`config.mk`:
```
export PLATFORM = sky130hd
export DESIGN_NAME = hazard_control_gen_flat
export DESIGN_NICKNAME = d
export VERILOG_FILES = /design/src/rtl/hazard_control_gen_if.sv /design/src/rtl/hazard_control_gen.sv /design/src/flat_wrapper.sv
export SDC_FILE = /design/constraint.sdc
export NUM_CORES = 1
export LEC_CHECK = 0
export CAP_MARGIN = 20
export CORE_AREA = 8 8 90 92
export DETAILED_ROUTE_END_ITERATION = 12
export DIE_AREA = 0 0 98 100
export PLACE_DENSITY = 0.76
export SLEW_MARGIN = 20
export SYNTH_ARGS = -nofsm -noshare
export SYNTH_HDL_FRONTEND = slang
export SYNTH_SLANG_ARGS = --single-unit
```
`constraint.sdc`:
```
create_clock -name clk -period 2.11 [get_ports clk]
set_input_delay 0.211 -clock clk [delete_from_list [all_inputs] [get_ports clk]]
set_output_delay 0.211 -clock clk [all_outputs]
set_load 0.01 [all_outputs]
```
`src/rtl/hazard_control_gen_if.sv`:
```
// Hazard controller bundle: ID operand indices, per-stage destinations,
// cache/BTB status in; latch enables, bubble/flush, forward selects,
// BTB write and perf counters out.
interface hazard_control_gen_if #(
    parameter int RA_W  = 2,
    parameter int PC_W  = 16,
    parameter int CNT_W = 16
) ();
    logic [RA_W-1:0]  rs;
    logic [RA_W-1:0]  rt;
    logic             use_rs;
    logic             use_rt;
    logic [RA_W-1:0]  dest_ex;
    logic [RA_W-1:0]  dest_m;
    logic [RA_W-1:0]  dest_wb;
    logic             regwr_ex;
    logic             regwr_m;
    logic             regwr_wb;
    logic             load_ex;
    logic             i_hit;
    logic             d_hit;
    logic             i_ready;
    logic             d_ready;
    logic             ctl_id;
    logic             taken_id;
    logic [PC_W-1:0]  pred_pc;
    logic [PC_W-1:0]  actual_pc;
    logic             clr_cnt;
    logic             pc_write;
    logic             id_write;
    logic             ex_write;
    logic             m_write;
    logic             wb_write;
    logic             bubble_ex;
    logic             flush_if;
    logic             btb_write;
    logic [1:0]       fwd_a;
    logic [1:0]       fwd_b;
    logic [CNT_W-1:0] stall_cnt;
    logic [CNT_W-1:0] flush_cnt;

    modport master (
        output rs, rt, use_rs, use_rt,
        output dest_ex, dest_m, dest_wb,
        output regwr_ex, regwr_m, regwr_wb, load_ex,
        output i_hit, d_hit, i_ready, d_ready,
        output ctl_id, taken_id, pred_pc, actual_pc, clr_cnt,
        input  pc_write, id_write, ex_write, m_write, wb_write,
        input  bubble_ex, flush_if, btb_write, fwd_a, fwd_b,
        input  stall_cnt, flush_cnt
    );

    modport slave (
        input  rs, rt, use_rs, use_rt,
        input  dest_ex, dest_m, dest_wb,
        input  regwr_ex, regwr_m, regwr_wb, load_ex,
        input  i_hit, d_hit, i_ready, d_ready,
        input  ctl_id, taken_id, pred_pc, actual_pc, clr_cnt,
        output pc_write, id_write, ex_write, m_write, wb_write,
        output bubble_ex, flush_if, btb_write, fwd_a, fwd_b,
        output stall_cnt, flush_cnt
    );
endinterface

```
`src/rtl/hazard_control_gen.sv`:
```
// Single-issue pipeline hazard/stall controller: latch enables, EX bubble,
// IF flush, forwarding selects, BTB write, saturating stall/flush counters.
// Ports: clk, reset_n (async, active low), bus (hazard_control_gen_if.slave).
module hazard_control_gen #(
    parameter int RA_W     = 2,
    parameter int PC_W     = 16,
    parameter int LOAD_LAT = 1,
    parameter int FWD_EN   = 1,
    parameter int CNT_W    = 16
) (
    input logic                 clk,
    input logic                 reset_n,
    hazard_control_gen_if.slave bus
);
    localparam logic [1:0] S_RUN    = 2'd0;
    localparam logic [1:0] S_MISS_I = 2'd1;
    localparam logic [1:0] S_MISS_D = 2'd2;
    localparam logic [1:0] S_LD     = 2'd3;

    localparam logic [3:0] LCNT_INIT = 4'(LOAD_LAT - 1);
    localparam logic [CNT_W-1:0] CNT_MAX = {CNT_W{1'b1}};

    logic [1:0]       state_q, state_d;
    logic [3:0]       lcnt_q, lcnt_d;
    logic [CNT_W-1:0] stall_q, stall_d;
    logic [CNT_W-1:0] flush_q, flush_d;

    function automatic logic same(input logic [RA_W-1:0] a,
                                  input logic [RA_W-1:0] b);
        return a == b;
    endfunction

    logic dep_ex_rs, dep_m_rs, dep_wb_rs;
    logic dep_ex_rt, dep_m_rt, dep_wb_rt;
    logic lu, nf;
    logic [PC_W-1:0] pc_x;
    logic mispred;

    assign dep_ex_rs = bus.use_rs & bus.regwr_ex & same(bus.rs, bus.dest_ex);
    assign dep_m_rs  = bus.use_rs & bus.regwr_m  & same(bus.rs, bus.dest_m);
    assign dep_wb_rs = bus.use_rs & bus.regwr_wb & same(bus.rs, bus.dest_wb);
    assign dep_ex_rt = bus.use_rt & bus.regwr_ex & same(bus.rt, bus.dest_ex);
    assign dep_m_rt  = bus.use_rt & bus.regwr_m  & same(bus.rt, bus.dest_m);
    assign dep_wb_rt = bus.use_rt & bus.regwr_wb & same(bus.rt, bus.dest_wb);

    assign lu = bus.load_ex & (dep_ex_rs | dep_ex_rt);
    // Without forwarding, any producer still in EX or M must drain first;
    // WB is covered by the write-before-read register file.
    assign nf = (FWD_EN == 0) &
                (dep_ex_rs | dep_ex_rt | dep_m_rs | dep_m_rt);

    assign pc_x    = bus.pred_pc ^ bus.actual_pc;
    assign mispred = |pc_x;

    logic [4:0] en;
    logic       bub;

    always_comb begin
        en      = 5'b00000;
        bub     = 1'b0;
        state_d = state_q;
        lcnt_d  = lcnt_q;
        unique case (state_q)
            S_RUN: begin
                if (!bus.d_hit) begin
                    state_d = S_MISS_D;
                end else if (!bus.i_hit) begin
                    en      = 5'b00111;
                    bub     = 1'b1;
                    state_d = S_MISS_I;
                end else if (lu || nf) begin
                    en  = 5'b00011;
                    bub = 1'b1;
                    if (lu && (LOAD_LAT > 1)) begin
                        lcnt_d  = LCNT_INIT;
                        state_d = S_LD;
                    end
                end else begin
                    en = 5'b11111;
                end
            end
            S_LD: begin
                if (!bus.d_hit) begin
                    state_d = S_MISS_D;
                end else begin
                    en     = 5'b00011;
                    bub    = 1'b1;
                    lcnt_d = lcnt_q - 4'd1;
                    // <=1 also recovers from a stray zero count
                    if (lcnt_q <= 4'd1) state_d = S_RUN;
                end
            end
            S_MISS_I: begin
                if (!bus.i_ready) begin
                    en  = 5'b00111;
                    bub = 1'b1;
                end else begin
                    en      = 5'b11111;
                    state_d = S_RUN;
                end
            end
            S_MISS_D: begin
                if (!bus.d_ready) begin
                    en = 5'b00000;
                end else if (!bus.i_hit) begin
                    en      = 5'b00111;
                    bub     = 1'b1;
                    state_d = S_MISS_I;
                end else begin
                    en      = 5'b11111;
                    state_d = S_RUN;
                end
            end
            default: state_d = S_RUN;
        endcase
    end

    logic [1:0] fa, fb;

    always_comb begin
        fa = 2'd0;
        fb = 2'd0;
        if (FWD_EN != 0) begin
            if (dep_ex_rs)      fa = 2'd1;
            else if (dep_m_rs)  fa = 2'd2;
            else if (dep_wb_rs) fa = 2'd3;
            if (dep_ex_rt)      fb = 2'd1;
            else if (dep_m_rt)  fb = 2'd2;
            else if (dep_wb_rt) fb = 2'd3;
        end
    end

    // All outputs are held low while reset is asserted.
    logic adv;
    assign adv = reset_n & en[4];

    assign bus.pc_write  = adv;
    assign bus.id_write  = reset_n & en[3];
    assign bus.ex_write  = reset_n & en[2];
    assign bus.m_write   = reset_n & en[1];
    assign bus.wb_write  = reset_n & en[0];
    assign bus.bubble_ex = reset_n & bub;
    assign bus.flush_if  = adv & bus.ctl_id & mispred;
    assign bus.btb_write = adv & bus.ctl_id & bus.taken_id;
    assign bus.fwd_a     = reset_n ? fa : 2'd0;
    assign bus.fwd_b     = reset_n ? fb : 2'd0;
    assign bus.stall_cnt = stall_q;
    assign bus.flush_cnt = flush_q;

    always_comb begin
        stall_d = stall_q;
        flush_d = flush_q;
        if (bus.clr_cnt) begin
            stall_d = '0;
            flush_d = '0;
        end else begin
            if (!bus.pc_write && stall_q != CNT_MAX)
                stall_d = stall_q + 1'b1;
            if (bus.flush_if && flush_q != CNT_MAX)
                flush_d = flush_q + 1'b1;
        end
    end

    always_ff @(posedge clk or negedge reset_n) begin
        if (!reset_n) begin
            state_q <= S_RUN;
            lcnt_q  <= 4'd0;
            stall_q <= '0;
            flush_q <= '0;
        end else begin
            state_q <= state_d;
            lcnt_q  <= lcnt_d;
            stall_q <= stall_d;
            flush_q <= flush_d;
        end
    end
endmodule

```
`src/flat_wrapper.sv`:
```
// flat-port wrapper written by rule: the top's interface ports become plain ports
module hazard_control_gen_flat 
#(
    parameter int RA_W     = 2,
    parameter int PC_W     = 16,
    parameter int LOAD_LAT = 1,
    parameter int FWD_EN   = 1,
    parameter int CNT_W    = 16
)
  (clk, reset_n, bus_rs, bus_rt, bus_use_rs, bus_use_rt, bus_dest_ex, bus_dest_m, bus_dest_wb, bus_regwr_ex, bus_regwr_m, bus_regwr_wb, bus_load_ex, bus_i_hit, bus_d_hit, bus_i_ready, bus_d_ready, bus_ctl_id, bus_taken_id, bus_pred_pc, bus_actual_pc, bus_clr_cnt, bus_pc_write, bus_id_write, bus_ex_write, bus_m_write, bus_wb_write, bus_bubble_ex, bus_flush_if, bus_btb_write, bus_fwd_a, bus_fwd_b, bus_stall_cnt, bus_flush_cnt);
  hazard_control_gen_if #(.RA_W(RA_W), .PC_W(PC_W), .CNT_W(CNT_W)) bus_i ();
  input logic clk;
  input logic reset_n;
  input wire logic [$bits(bus_i.rs)-1:0] bus_rs;
  input wire logic [$bits(bus_i.rt)-1:0] bus_rt;
  input wire logic [$bits(bus_i.use_rs)-1:0] bus_use_rs;
  input wire logic [$bits(bus_i.use_rt)-1:0] bus_use_rt;
  input wire logic [$bits(bus_i.dest_ex)-1:0] bus_dest_ex;
  input wire logic [$bits(bus_i.dest_m)-1:0] bus_dest_m;
  input wire logic [$bits(bus_i.dest_wb)-1:0] bus_dest_wb;
  input wire logic [$bits(bus_i.regwr_ex)-1:0] bus_regwr_ex;
  input wire logic [$bits(bus_i.regwr_m)-1:0] bus_regwr_m;
  input wire logic [$bits(bus_i.regwr_wb)-1:0] bus_regwr_wb;
  input wire logic [$bits(bus_i.load_ex)-1:0] bus_load_ex;
  input wire logic [$bits(bus_i.i_hit)-1:0] bus_i_hit;
  input wire logic [$bits(bus_i.d_hit)-1:0] bus_d_hit;
  input wire logic [$bits(bus_i.i_ready)-1:0] bus_i_ready;
  input wire logic [$bits(bus_i.d_ready)-1:0] bus_d_ready;
  input wire logic [$bits(bus_i.ctl_id)-1:0] bus_ctl_id;
  input wire logic [$bits(bus_i.taken_id)-1:0] bus_taken_id;
  input wire logic [$bits(bus_i.pred_pc)-1:0] bus_pred_pc;
  input wire logic [$bits(bus_i.actual_pc)-1:0] bus_actual_pc;
  input wire logic [$bits(bus_i.clr_cnt)-1:0] bus_clr_cnt;
  output wire logic [$bits(bus_i.pc_write)-1:0] bus_pc_write;
  output wire logic [$bits(bus_i.id_write)-1:0] bus_id_write;
  output wire logic [$bits(bus_i.ex_write)-1:0] bus_ex_write;
  output wire logic [$bits(bus_i.m_write)-1:0] bus_m_write;
  output wire logic [$bits(bus_i.wb_write)-1:0] bus_wb_write;
  output wire logic [$bits(bus_i.bubble_ex)-1:0] bus_bubble_ex;
  output wire logic [$bits(bus_i.flush_if)-1:0] bus_flush_if;
  output wire logic [$bits(bus_i.btb_write)-1:0] bus_btb_write;
  output wire logic [$bits(bus_i.fwd_a)-1:0] bus_fwd_a;
  output wire logic [$bits(bus_i.fwd_b)-1:0] bus_fwd_b;
  output wire logic [$bits(bus_i.stall_cnt)-1:0] bus_stall_cnt;
  output wire logic [$bits(bus_i.flush_cnt)-1:0] bus_flush_cnt;
  assign bus_i.rs = bus_rs;
  assign bus_i.rt = bus_rt;
  assign bus_i.use_rs = bus_use_rs;
  assign bus_i.use_rt = bus_use_rt;
  assign bus_i.dest_ex = bus_dest_ex;
  assign bus_i.dest_m = bus_dest_m;
  assign bus_i.dest_wb = bus_dest_wb;
  assign bus_i.regwr_ex = bus_regwr_ex;
  assign bus_i.regwr_m = bus_regwr_m;
  assign bus_i.regwr_wb = bus_regwr_wb;
  assign bus_i.load_ex = bus_load_ex;
  assign bus_i.i_hit = bus_i_hit;
  assign bus_i.d_hit = bus_d_hit;
  assign bus_i.i_ready = bus_i_ready;
  assign bus_i.d_ready = bus_d_ready;
  assign bus_i.ctl_id = bus_ctl_id;
  assign bus_i.taken_id = bus_taken_id;
  assign bus_i.pred_pc = bus_pred_pc;
  assign bus_i.actual_pc = bus_actual_pc;
  assign bus_i.clr_cnt = bus_clr_cnt;
  assign bus_pc_write = bus_i.pc_write;
  assign bus_id_write = bus_i.id_write;
  assign bus_ex_write = bus_i.ex_write;
  assign bus_m_write = bus_i.m_write;
  assign bus_wb_write = bus_i.wb_write;
  assign bus_bubble_ex = bus_i.bubble_ex;
  assign bus_flush_if = bus_i.flush_if;
  assign bus_btb_write = bus_i.btb_write;
  assign bus_fwd_a = bus_i.fwd_a;
  assign bus_fwd_b = bus_i.fwd_b;
  assign bus_stall_cnt = bus_i.stall_cnt;
  assign bus_flush_cnt = bus_i.flush_cnt;
  hazard_control_gen #(.RA_W(RA_W), .PC_W(PC_W), .LOAD_LAT(LOAD_LAT), .FWD_EN(FWD_EN), .CNT_W(CNT_W)) u_core (.clk(clk), .reset_n(reset_n), .bus(bus_i));
endmodule
```
-- Word level (Yosys, flattened, before mapping)
Cells that the tools add are included.
- register bits after elaboration: 38
- input bits: 57
- output and inout bits: 44
- $add $sub $neg: 3
- magnitude comparators: 1
- equality and inequality tests: 15
- multiplexer cells: 36
- bitwise logic cells: 24
- reductions and logical operators: 9
- operator list (operator ; number):
    16-bit two-way mux ; 4
    16-bit by 1-bit adder with 16-bit output, second input constant ; 2
    16-bit inequality test, second input constant ; 2
    2-bit two-way mux ; 15
    5-bit two-way mux ; 6
    1-bit bitwise AND ; 22
    5-bit one-hot mux with 4 select lines ; 1
    16-bit OR reduction ; 1
    16-bit bitwise XOR ; 1
    2-bit equality test ; 6
    1-bit two-way mux ; 8
    2-bit one-hot mux with 4 select lines ; 1
    2-bit equality test, second input constant ; 2
    4-bit by 1-bit <= comparator with 1-bit output, second input constant ; 1
    2-bit inequality test, second input constant ; 2
    1-bit one-hot mux with 4 select lines ; 1
    4-bit AND reduction ; 1
    2-bit nonzero test ; 2
    4-bit by 1-bit subtractor with 4-bit output, second input constant ; 1
    3-bit by 2-bit inequality test with 1-bit output, second input constant ; 1
    3-bit inequality test, second input constant ; 1
    2-bit by 1-bit equality test with 1-bit output, second input constant ; 1
    1-bit logical AND ; 2
    2-bit zero test ; 1
    other kinds (3) ; 3

-- Depth between registers and ports, before layout
Gate-level depths: netlist of run 1.
- depth after elaboration: 14
- mapped depth: 9
- gate-level depth less buffers: 7

-- Least setup slack after synthesis of run 1
Ideal clock, no wire load.
- path type: register to register
- start point: register u_core.flush_q[0] (netlist: u_core.bus.flush_cnt[0])
- end point: register u_core.flush_q[1] (netlist: u_core.bus.flush_cnt[1])
- arrival: 1.991 ns
- data required time: 1.978 ns
- slack: -0.013 ns
- cell stages (with the launch flop): 10
- buffers on the path: 2
- cells stage by stage: dfrtp_1 ha_1 inv_1 or3_1 buf_1 nor3b_1 a2111o_1 buf_2 mux2i_1 nor2_1
- longest elaborated chain between the ends: 3
- ends and longest elaborated chain (item ; line ; source):
    start, declared ; hazard_control_gen.sv:26 ; logic [CNT_W-1:0] flush_q, flush_d;
    start signal, assigned ; hazard_control_gen.sv:174 ; flush_q <= flush_d;
    16-bit by 1-bit adder with 16-bit output or 16-bit inequality test (tied branches) ; hazard_control_gen.sv:160, hazard_control_gen.sv:159 ;
    16-bit two-way mux or 1-bit logical AND (tied branches) ; hazard_control_gen.sv:159 ; if (bus.flush_if && flush_q != CNT_MAX)
    16-bit two-way mux or 2-bit nonzero test (tied branches) ; - ;
Parallel ways exist; a longest one is shown, timed or not. The select of a mux whose other input is x is not followed.
A chain may end at the register's enable or synchronous reset.

-- Worst setup path after layout of run 1
- start point: register u_core.state_q[1]
- end point: register u_core.flush_q[10] (netlist: u_core.bus.flush_cnt[10])
- longest elaborated chain between the ends: 7
- ends and longest elaborated chain (item ; line ; source):
    start, declared ; hazard_control_gen.sv:23 ; logic [1:0] state_q, state_d;
    start signal, assigned ; hazard_control_gen.sv:171 ; state_q <= state_d;
    2-bit equality test, or another cell as far along ; hazard_control_gen.sv:63 ; unique case (state_q)
    5-bit one-hot mux with 4 select lines (*) ; hazard_control_gen.sv:63 ;
    1-bit bitwise AND (*) ; hazard_control_gen.sv:135 ; assign adv = reset_n & en[4];
    1-bit bitwise AND (*) (2 in a row) ; hazard_control_gen.sv:143 ; assign bus.flush_if = adv & bus.ctl_id & mispred;
    1-bit logical AND (*) ; hazard_control_gen.sv:159 ;
    2-bit nonzero test (no line) (*) ; - ;
Mark *: on every way between the ends. The rest lies on a longest branch, timed or not.

==> results of run 1 <==
## registers in the layout (all words and copies together) (netlist names)
name                  count
u_core.bus.flush_cnt     16
u_core.bus.stall_cnt     16
u_core.lcnt_q             4
u_core.state_q            2
## cell usage after synthesis, types with 3 or more instances
| library cell | number | area (um2) |
|---|---|---|
| sky130_fd_sc_hd__clkbuf_1 | 4 | 15.0 |
| sky130_fd_sc_hd__nand4_1 | 16 | 100 |
| sky130_fd_sc_hd__and3_1 | 9 | 56.3 |
| sky130_fd_sc_hd__a21oi_1 | 19 | 95.1 |
| sky130_fd_sc_hd__o21ai_0 | 9 | 45.0 |
| sky130_fd_sc_hd__buf_2 | 4 | 20.0 |
| sky130_fd_sc_hd__ha_1 | 4 | 50.1 |
| sky130_fd_sc_hd__inv_1 | 13 | 48.8 |
| sky130_fd_sc_hd__or3_1 | 7 | 43.8 |
| sky130_fd_sc_hd__or4_1 | 3 | 22.5 |
| sky130_fd_sc_hd__a31o_2 | 3 | 26.3 |
| sky130_fd_sc_hd__nor2_1 | 29 | 109 |
| sky130_fd_sc_hd__xor2_1 | 24 | 210 |
| sky130_fd_sc_hd__nand2_1 | 21 | 78.8 |
| sky130_fd_sc_hd__dfrtp_1 | 38 | 951 |
| sky130_fd_sc_hd__o31ai_1 | 4 | 30.0 |
| sky130_fd_sc_hd__xnor2_1 | 24 | 210 |
| sky130_fd_sc_hd__nand3_1 | 16 | 80.1 |
| sky130_fd_sc_hd__nor3_1 | 10 | 50.1 |
| sky130_fd_sc_hd__nand4b_1 | 3 | 26.3 |
## what timing repair did
action | CTS | global route
endpoints found under the setup margin | 28 | 21
resized for setup | 49 | 25
pin swaps | 21 | 6
buffers inserted | 8 | 5
gates cloned | 1 | 0
## power by group through the flow
stage | registers [mW] | clock network (mW) | logic, mW
3_5_place_dp | 0.883 | 0 | 0.922
5_1_grt | 0.892 | 0.795 | 1.18
3_3_place_gp | 0.877 | 0 | 0.900
6_report | 0.881 | 0.746 | 1.08
4_1_cts | 0.880 | 0.764 | 1.02
2_1_floorplan | 0.887 | 0 | 0.454
## per-stage QoR
step	power [mW]	std cells	util [%]	hold WS (ns)	setup TNS, ns
3_3_place_gp	1.78	505	59.3	0.319	-8.94
5_1_grt	2.87	526	65.1	0.0264	-0.956
2_1_floorplan	1.34	296	-	-0.0846	0
4_1_cts	2.66	522	63.7	0.000981	-0.294
6_report	2.71	526	65.1	0.00259	-0.288
3_5_place_dp	1.81	505	59.3	0.319	-11.01
## layer usage
layer	wire, um	up-vias	share of wire [%]	global-route usage (%)
li1	-	1358	-	-
met1	3860	1312	44	20.7
met2	4140	116	48	29.5
met3	590	12	6.8	5.40
met4	80	0	0.92	4.56
met5	0	-	0	0
## layout by cell type (no fill, tap or decap), drive strengths merged, types with 3 or more instances in the layout
| cell | n |
|---|---|
| a21oi | 19 |
| a31o | 3 |
| and3 | 9 |
| buf | 56 |
| clkbuf | 9 |
| clkdlybuf4s50 | 80 |
| dfrtp | 38 |
| dlygate4sd2 | 11 |
| ha | 4 |
| inv | 13 |
| nand2 | 21 |
| nand3 | 16 |
| nand4 | 17 |
| nand4b | 3 |
| nor2 | 29 |
| nor3 | 10 |
| nor3b | 3 |
| o21ai | 10 |
| o31ai | 4 |
| or3 | 7 |
| or4 | 3 |
| xnor2 | 24 |
| xor2 | 24 |
## how the worst max path moves through the flow
stage                             from                  endpoint  slack, ns  cells past startpoint
6_report             u_core.state_q[1]  u_core.bus.flush_cnt[10]      -0.12                      6
5_1_grt              u_core.state_q[1]  u_core.bus.flush_cnt[10]      -0.19                      6
4_1_cts                     bus_use_rt              bus_flush_if      -0.09                      7
3_5_place_dp                 bus_rs[0]   u_core.bus.flush_cnt[5]      -0.57                      7
3_3_place_gp                 bus_rs[0]   u_core.bus.flush_cnt[5]      -0.50                      7
2_1_floorplan  u_core.bus.flush_cnt[0]   u_core.bus.flush_cnt[1]     0.0009                      9
## kinds of logic after synthesis
family          Yosys count  synth area share, %
fa+ha+maj                 4                 1.95
flops                    38                 37.1
buf+inv                  25                 4.14
simple gates            131                 27.5
compound gates           47                 11.7
xor+xnor                 48                 16.4
mux                       3                 1.27
## critical path: cells and delay by family, from the launching register on
kind | cells | cell delay (ns)
AND/OR/NAND/NOR | 3 | 0.88
AO/OA/AOI/OAI | 2 | 0.70
buffers and inverters | 1 | 0.15
flip-flops | 1 | 0.43
## area by class of cell
class	count	share of cell area [%]
Clock buffer	5	1.59
Timing Repair Buffer	153	32.4
Multi-Input combinational cell	234	39.0
Tap cell	80	2.31
Clock inverter	3	1.59
Inverter	13	1.13
Sequential cell	38	22.0
==> results.sh, run 1 <==
export IMPL_status="complete, but fails checks"
export IMPL_failed_checks="setup timing"
export IMPL_clk_pin_slew_worst_paths_ns=0.08
export IMPL_path_class="reg -> reg"
export IMPL_post_cts_hold_buffer_count=0
export IMPL_max_slew_margin_rel_pct=57.6
export IMPL_core_mm2=0.00664
export IMPL_number_of_buffers_on_the_longest_clock_path=2
export IMPL_fill_cells=553
export IMPL_yosys_warnings=0
export IMPL_placementRows=30
export IMPL_critical_path_endpoint_type="flop"
export IMPL_route_detailed_drc=0
export IMPL_cellLeakagePower_nw=1.85
export IMPL_dpl_worst_slack_ns=-0.566
export IMPL_tightest_slew_ns=0.634
export IMPL_setup_repair_after_global_routing_missed_its_margin="true"
export IMPL_vias=2798
export IMPL_avgSynthCellArea_um2=8.67
export IMPL_numCtsBuffers=5
export IMPL_start_util_pct=38.6
export IMPL_grt_max_degree=21
export IMPL_r2r_end="u_core.bus.flush_cnt[10]"
export IMPL_register_area_um2=951
export IMPL_post_route_cells_drive_above_1_share_pct=22.4
export IMPL_placement_cell_area_mm2=0.00394
export IMPL_area_growth_syn_to_layout_pct=68.6
export IMPL_critPathMaxFanout=5
export IMPL_timing_critical_path_arrival_ns=2.44
export IMPL_period_needed_ns=2.23
export IMPL_synth_area_mm2=0.00257
export IMPL_drtIter0Drc=116
export IMPL_internal_power_mw=1.84
export IMPL_finalHoldViolations=0
export IMPL_combinationalPowerShare_pct=39.9
export IMPL_peakVddDrop_mv=0.481
export IMPL_worstRegToRegCells=6
export IMPL_synth_edff_count=0
export IMPL_power_per_cell_area_mw_per_mm2=626
export IMPL_grt_util_all_layers_pct=17.3
export IMPL_critPathRequiredTime_ns=2.32
export IMPL_drv_max_cap_violation_count=0
export IMPL_fin_worst_skew_ns=0.0114
export IMPL_clock_insertion_delay_worst_skew_ns=0.29
export IMPL_async_flop_share_pct=100
export IMPL_max_stage_delay_ns=0.55
export IMPL_die_h_um=100
export IMPL_setup_viol=9
export IMPL_dr_pass1_iters=4
export IMPL_sequentialPowerShare_pct=32.6
export IMPL_fp_dieW_um=98
export IMPL_regToRegStartpoint="u_core.state_q[1]"
export IMPL_worst_slack_ns=-0.119
export IMPL_power_switching_fraction_pct=32.2
export IMPL_via_count_of_the_first_global_routing_pass=2937
export IMPL_grt_ovfl_total=0
export IMPL_wl_per_cell_um=16.5
export IMPL_p_clk_share_pct=27.6
export IMPL_numClockSinks=38
export IMPL_synth_net_count=357
export IMPL_yosysUniqueCellTypes=45
export IMPL_cts_htree_levels=2
export IMPL_hpwl_mm=6.43
export IMPL_register_to_register_setup_slack_ns=-0.12
export IMPL_area_occupied_by_multi_input_gates_mm2=0.00169
export IMPL_critPathSlowestCell="sky130_fd_sc_hd__a2111o_2"
export IMPL_gate_count_after_technology_mapping=296
export IMPL_place_congestion=0.880
export IMPL_worstSetupStartpointType="flop"
export IMPL_ioPinCount=101
export IMPL_route_antenna_remaining_nets=0
export IMPL_final_area_mm2=0.00433
export IMPL_nNetsFinal=506
export IMPL_buffer_ports_inserted=100
export IMPL_antennaDiodeCount=0
export IMPL_switchingPower_mw=0.870
export IMPL_highest_clock_frequency_the_design_can_meet_mhz=449
export IMPL_wirelength_routed_mm=8.67
export IMPL_grt_first_pass_wirelength_mm=14.1
export IMPL_postSynthRegisterBits=38
export IMPL_synth_seq_area_share_pct=37.1
export IMPL_crit_path_cell_trace="nor3b_4, nand4_4, a2111o_2, buf_6, or4_4, a21oi_2"
export IMPL_timing_final_crit_share_pct=106
export IMPL_avgViaCountPerCell=5.32
export IMPL_antenna_violations_before_repair=0
export IMPL_path_type_of_the_worst_min_delay_path="in -> async"
export IMPL_maxSlewViolCount=0
export IMPL_clk_root_buffer_cell="sky130_fd_sc_hd__clkbuf_8"
export IMPL_yosys_most_used_dff="sky130_fd_sc_hd__dfrtp_1"
export IMPL_die_area_mm2=0.00980
export IMPL_clock_tree_from_tritoncts="built"
Power figures use the tool's default switching activity.
==> run 2: changes to the inputs <==
Settings changed: HOLD_SLACK_MARGIN set to 0.08.
==> run 2 against run 1 <==
Effect of this change:
- combinational power is essentially flat
- power about the same
- the run still ends with setup timing left
- count of clock-buffer cells in the layout unchanged
- final cell count grew 0.19%
- clock power hardly changed
==> results.sh, run 2 (synthesis gave the netlist of run 1 again) <==
export IMPL_worst_slack_ns=-0.119
export IMPL_nNetsFinal=507
export IMPL_highest_clock_frequency_the_design_can_meet_mhz=449
export IMPL_wl_per_cell_um=16.5
export IMPL_finalHoldViolations=0
export IMPL_critical_path_endpoint_type="flop"
export IMPL_cellLeakagePower_nw=1.85
export IMPL_die_area_mm2=0.00980
export IMPL_drv_max_cap_violation_count=0
export IMPL_antennaDiodeCount=0
export IMPL_worstSetupStartpointType="flop"
export IMPL_peakVddDrop_mv=0.481
export IMPL_start_util_pct=38.6
export IMPL_fin_worst_skew_ns=0.0107
export IMPL_hpwl_mm=6.43
export IMPL_max_stage_delay_ns=0.55
export IMPL_cts_htree_levels=2
export IMPL_number_of_buffers_on_the_longest_clock_path=2
export IMPL_maxSlewViolCount=0
export IMPL_grt_max_degree=21
export IMPL_placement_cell_area_mm2=0.00394
export IMPL_timing_final_crit_share_pct=106
export IMPL_clock_insertion_delay_worst_skew_ns=0.29
export IMPL_route_antenna_remaining_nets=0
export IMPL_path_class="reg -> reg"
export IMPL_clock_tree_from_tritoncts="built"
export IMPL_layout_cells_most_common="sky130_fd_sc_hd__clkdlybuf4s50_1"
export IMPL_leading_cell_types_in_the_layout_fill_and_taps_excluded="sky130_fd_sc_hd__clkdlybuf4s50_1, sky130_fd_sc_hd__buf_4, sky130_fd_sc_hd__dfrtp_1, sky130_fd_sc_hd__nor2_1, sky130_fd_sc_hd__xnor2_1"
export IMPL_die_h_um=100
export IMPL_critPathMaxFanout=5
export IMPL_period_needed_ns=2.23
export IMPL_layoutNonFillerInstCount=527
export IMPL_grt_ovfl_total=0
export IMPL_fp_dieW_um=98
export IMPL_placementRows=30
export IMPL_post_place_cells=505
export IMPL_power_per_cell_area_mw_per_mm2=625
export IMPL_failed_checks="setup timing"
export IMPL_final_area_mm2=0.00434
export IMPL_setup_viol=8
export IMPL_path_type_of_the_worst_min_delay_path="reg -> reg"
export IMPL_clk_root_buffer_cell="sky130_fd_sc_hd__clkbuf_8"
export IMPL_avgViaCountPerCell=5.33
export IMPL_timing_critical_path_arrival_ns=2.43
export IMPL_critPathSlowestCell="sky130_fd_sc_hd__a2111o_2"
export IMPL_tightest_slew_ns=0.619
export IMPL_critPathRequiredTime_ns=2.32
export IMPL_ioPinCount=101
export IMPL_core_mm2=0.00664
export IMPL_route_detailed_drc=0
export IMPL_power_total_mw=2.71
export IMPL_via_count_of_the_first_global_routing_pass=2940
export IMPL_buffer_ports_inserted=100
export IMPL_vias=2807
export IMPL_status="complete, but fails checks"
export IMPL_grt_util_all_layers_pct=17.3
export IMPL_drtIter0Drc=106
export IMPL_crit_path_cell_trace="nor3b_4, nand4_4, a2111o_2, buf_6, or4_4, a21oi_2"
export IMPL_numClockSinks=38
export IMPL_max_slew_margin_rel_pct=58.6
export IMPL_wirelength_routed_mm=8.67
export IMPL_place_congestion=0.880
export IMPL_clk_pin_slew_worst_paths_ns=0.08
export IMPL_dr_pass1_iters=4
export IMPL_grt_first_pass_wirelength_mm=14.1
export IMPL_post_route_cells_drive_above_1_share_pct=22.4
export IMPL_numCtsBuffers=5
export IMPL_setup_repair_after_global_routing_missed_its_margin="true"
export IMPL_antenna_violations_before_repair=0
export IMPL_area_growth_syn_to_layout_pct=68.9
run 2: layout make-up:
type	count	area, um2
clock buffer	5	68.8
clock inverter	3	68.8
fill	552	2310
inverter	13	48.8
multi-input combinational	234	1690
sequential	38	951
tap	80	100
timing repair buffer	154	1410
run 2: through the flow:
stage / setup slack (ns) / util (%) / hold WS, ns / setup TNS (ns)
global placement: -0.499 / 59.3 / 0.319 / -8.94
detailed placement: -0.566 / 59.3 / 0.319 / -11.01
global route: -0.188 / 65.3 / 0.490 / -0.956
finish: -0.119 / 65.3 / 0.482 / -0.275
floorplan: 0.000870 / - / -0.0846 / 0
CTS: -0.0880 / 63.8 / 0.488 / -0.294
run 2: path summary, 6_finish.rpt:
kind,start,end,slack [ns],depth (start not counted)
hold reg to reg,u_core.lcnt_q[3],u_core.lcnt_q[3],0.48,1
max in group asynchronous,reset_n,u_core.bus.flush_cnt[4],1.33,3
setup reg to reg,u_core.state_q[1],u_core.bus.flush_cnt[10],-0.12,6
min in group asynchronous,reset_n,u_core.bus.stall_cnt[14],0.54,3
setup / recovery,u_core.state_q[1],u_core.bus.flush_cnt[10],-0.12,6
hold / removal,u_core.lcnt_q[3],u_core.lcnt_q[3],0.48,1
run 2: layer usage:
metal  GRT usage [%]  share of wire [%]  wire length, um
met5               0                  0                0
met4            4.56                1.2              106
met1            20.6                 44             3840
met2            29.5                 48             4120
met3            5.47                6.9              600
run 2: timing repair:
item                       4_1_cts  5_1_grt
cloned                           1        0
hold endpoints to repair        38        0
buffers inserted                 8        5
setup endpoints to repair       28       21
gates resized for setup         49       25
hold buffers                     1        0
pin swaps                       21        6
run 2: power breakdown:
part | leakage [nW] | internal [mW] | switching (mW) | total, mW
logic | 1.26 | 0.557 | 0.523 | 1.08
clock network | 0.0683 | 0.474 | 0.272 | 0.746
registers | 0.518 | 0.806 | 0.0754 | 0.881
run 2: worst max-delay path, delay by kind of cell (launching register included):
kind                   cells  cell delay, ns
flip-flops                 1            0.43
buffers and inverters      1            0.15
AO/OA/AOI/OAI              2            0.70
AND/OR/NAND/NOR            3            0.88
==> run 3: changes to the inputs <==
Settings changed: CORE_AREA 8 8 90 92 to 2 2 84 86, DIE_AREA 0 0 98 100 to 0 0 86 88.
==> run 3 against run 2 <==
Effect of this change:
- the flow still finishes with violations (setup timing)
- clock power fell by 29%
- count of clock-buffer cells in the layout grew 1
- flip-flop and latch count unchanged
- worst hold slack lost 0.0089 ns
- maximum frequency up 3.5%
- critical path depth grew 1
- register-to-register slack better by 0.08 ns
- sequential share of layout area is 0.34 points higher
- utilization is 0.90 points lower
- design area fell by 1.4%
- critical endpoint is now u_core.bus.flush_cnt[7]
- sequential power up 0.7%
==> results.sh, run 3 (synthesis gave the netlist of run 1 again) <==
export IMPL_setup_repair_after_global_routing_missed_its_margin="true"
export IMPL_buffer_ports_inserted=100
export IMPL_placementRows=30
export IMPL_worst_slack_ns=-0.0422
export IMPL_timing_final_crit_share_pct=102
export IMPL_highest_clock_frequency_the_design_can_meet_mhz=465
export IMPL_failed_checks="setup timing"
export IMPL_power_total_mw=2.47
export IMPL_setup_viol=3
export IMPL_path_class="reg -> reg"
export IMPL_start_util_pct=38.6
export IMPL_numCtsBuffers=5
export IMPL_period_needed_ns=2.15
export IMPL_clk_root_buffer_cell="sky130_fd_sc_hd__clkbuf_8"
export IMPL_clk_pin_slew_worst_paths_ns=0.08
export IMPL_die_area_mm2=0.00757
export IMPL_core_mm2=0.00664
export IMPL_power_per_cell_area_mw_per_mm2=579
export IMPL_timing_critical_path_arrival_ns=2.37
export IMPL_cts_htree_levels=2
export IMPL_avgViaCountPerCell=5.36
export IMPL_finalHoldViolations=0
export IMPL_nNetsFinal=508
export IMPL_area_growth_syn_to_layout_pct=66.6
export IMPL_post_route_util_pct=64.4
export IMPL_drv_max_cap_violation_count=0
export IMPL_cellLeakagePower_nw=1.81
export IMPL_grt_max_degree=23
export IMPL_vias=2832
export IMPL_numClockSinks=38
export IMPL_peakVddDrop_mv=0.384
export IMPL_antenna_violations_before_repair=0
export IMPL_post_place_cells=506
export IMPL_number_of_buffers_on_the_longest_clock_path=2
export IMPL_place_congestion=0.857
export IMPL_path_type_of_the_worst_min_delay_path="reg -> reg"
export IMPL_max_slew_margin_rel_pct=64.4
export IMPL_clock_tree_from_tritoncts="built"
export IMPL_status="complete, but fails checks"
export IMPL_grt_util_all_layers_pct=20.6
export IMPL_route_detailed_drc=0
export IMPL_critPathMaxFanout=6
export IMPL_fin_worst_skew_ns=0.00769
export IMPL_leading_cell_types_in_the_layout_fill_and_taps_excluded="sky130_fd_sc_hd__clkdlybuf4s50_1, sky130_fd_sc_hd__buf_4, sky130_fd_sc_hd__dfrtp_1, sky130_fd_sc_hd__nor2_1, sky130_fd_sc_hd__xnor2_1"
export IMPL_clock_insertion_delay_worst_skew_ns=0.29
export IMPL_worstSetupStartpointType="flop"
export IMPL_critical_path_endpoint_type="flop"
export IMPL_layout_cells_most_common="sky130_fd_sc_hd__clkdlybuf4s50_1"
export IMPL_via_count_of_the_first_global_routing_pass=2751
export IMPL_post_route_cells_drive_above_1_share_pct=22.3
export IMPL_critPathRequiredTime_ns=2.33
export IMPL_fp_dieW_um=86
export IMPL_dr_pass1_iters=4
export IMPL_grt_first_pass_wirelength_mm=12.5
export IMPL_hpwl_mm=5.78
export IMPL_drtIter0Drc=141
export IMPL_wl_per_cell_um=15.3
export IMPL_ioPinCount=101
export IMPL_maxSlewViolCount=0
export IMPL_grt_ovfl_total=0
export IMPL_route_antenna_remaining_nets=0
export IMPL_antennaDiodeCount=0
export IMPL_layoutNonFillerInstCount=528
export IMPL_wirelength_routed_mm=8.08
export IMPL_tightest_slew_ns=0.533
export IMPL_die_h_um=88
-- run 3: worst max-delay path, stage by stage (launching register included) --
cell                       delay (ns)
sky130_fd_sc_hd__dfrtp_1         0.40
sky130_fd_sc_hd__and3_4          0.19
sky130_fd_sc_hd__and3_1          0.18
sky130_fd_sc_hd__nor3b_2         0.18
sky130_fd_sc_hd__a2111o_2        0.48
sky130_fd_sc_hd__buf_6           0.15
sky130_fd_sc_hd__or3_4           0.36
sky130_fd_sc_hd__a21oi_2         0.13
-- run 3: final timing paths --
check / slack (ns) / depth (start not counted) / start / endpoint
worst max-delay path: -0.04 / 7 / u_core.bus.flush_cnt[7] / u_core.bus.flush_cnt[7]
worst min-delay path: 0.47 / 1 / u_core.lcnt_q[3] / u_core.lcnt_q[3]
worst max register to register: -0.04 / 7 / u_core.bus.flush_cnt[7] / u_core.bus.flush_cnt[7]
worst min register to register: 0.47 / 1 / u_core.lcnt_q[3] / u_core.lcnt_q[3]
max in group asynchronous: 1.23 / 3 / reset_n / u_core.state_q[1]
min in group asynchronous: 0.60 / 3 / reset_n / u_core.bus.stall_cnt[5]
-- run 3: where the power goes --
group / internal, mW / total, mW / switching [mW] / leakage, nW
Combinational: 0.560 / 1.05 / 0.494 / 1.25
Clock: 0.263 / 0.533 / 0.270 / 0.0472
Sequential: 0.808 / 0.887 / 0.0797 / 0.517
Total: 1.63 / 2.47 / 0.844 / 1.81
-- run 3: layout make-up --
type / count / area (um2)
fillers: 583 / 2370
repair buffers: 155 / 1440
clock buffers: 6 / 82.6
flip-flops and latches: 38 / 952
clock inverters: 2 / 12.5
well taps: 80 / 100
inverters: 13 / 48.8
multi-input cells: 234 / 1640
-- run 3: timing repair --
| action | CTS | global route |
|---|---|---|
| hold buffers | 1 | 0 |
| endpoints found under the hold margin | 38 | 0 |
| endpoints found under the setup margin | 24 | 35 |
| resized for setup | 41 | 25 |
| cloned | 1 | 1 |
| pin swaps | 12 | 13 |
| buffers inserted | 7 | 4 |
-- run 3: through the flow --
stage / cell area [um2] / setup TNS, ns / setup WS (ns) / hold slack [ns]
after floorplan: 2570 / 0 / 0.000870 / -0.0846
after global placement: 3950 / -8.53 / -0.501 / 0.308
after detailed placement: 3950 / -11.00 / -0.581 / 0.315
after CTS: 4150 / -0.354 / -0.103 / 0.478
after global routing: 4280 / -0.762 / -0.161 / 0.491
final: 4280 / -0.0954 / -0.0422 / 0.474
-- run 3: layer usage --
metal  vias up  global-route usage [%]  share of wire (%)
met1      1349                    25.3                 40
met3         9                    5.00                9.1
met2       121                    36.7                 50
met5         -                       0                  0
li1       1353                       -                  -
met4         0                    4.62                1.1
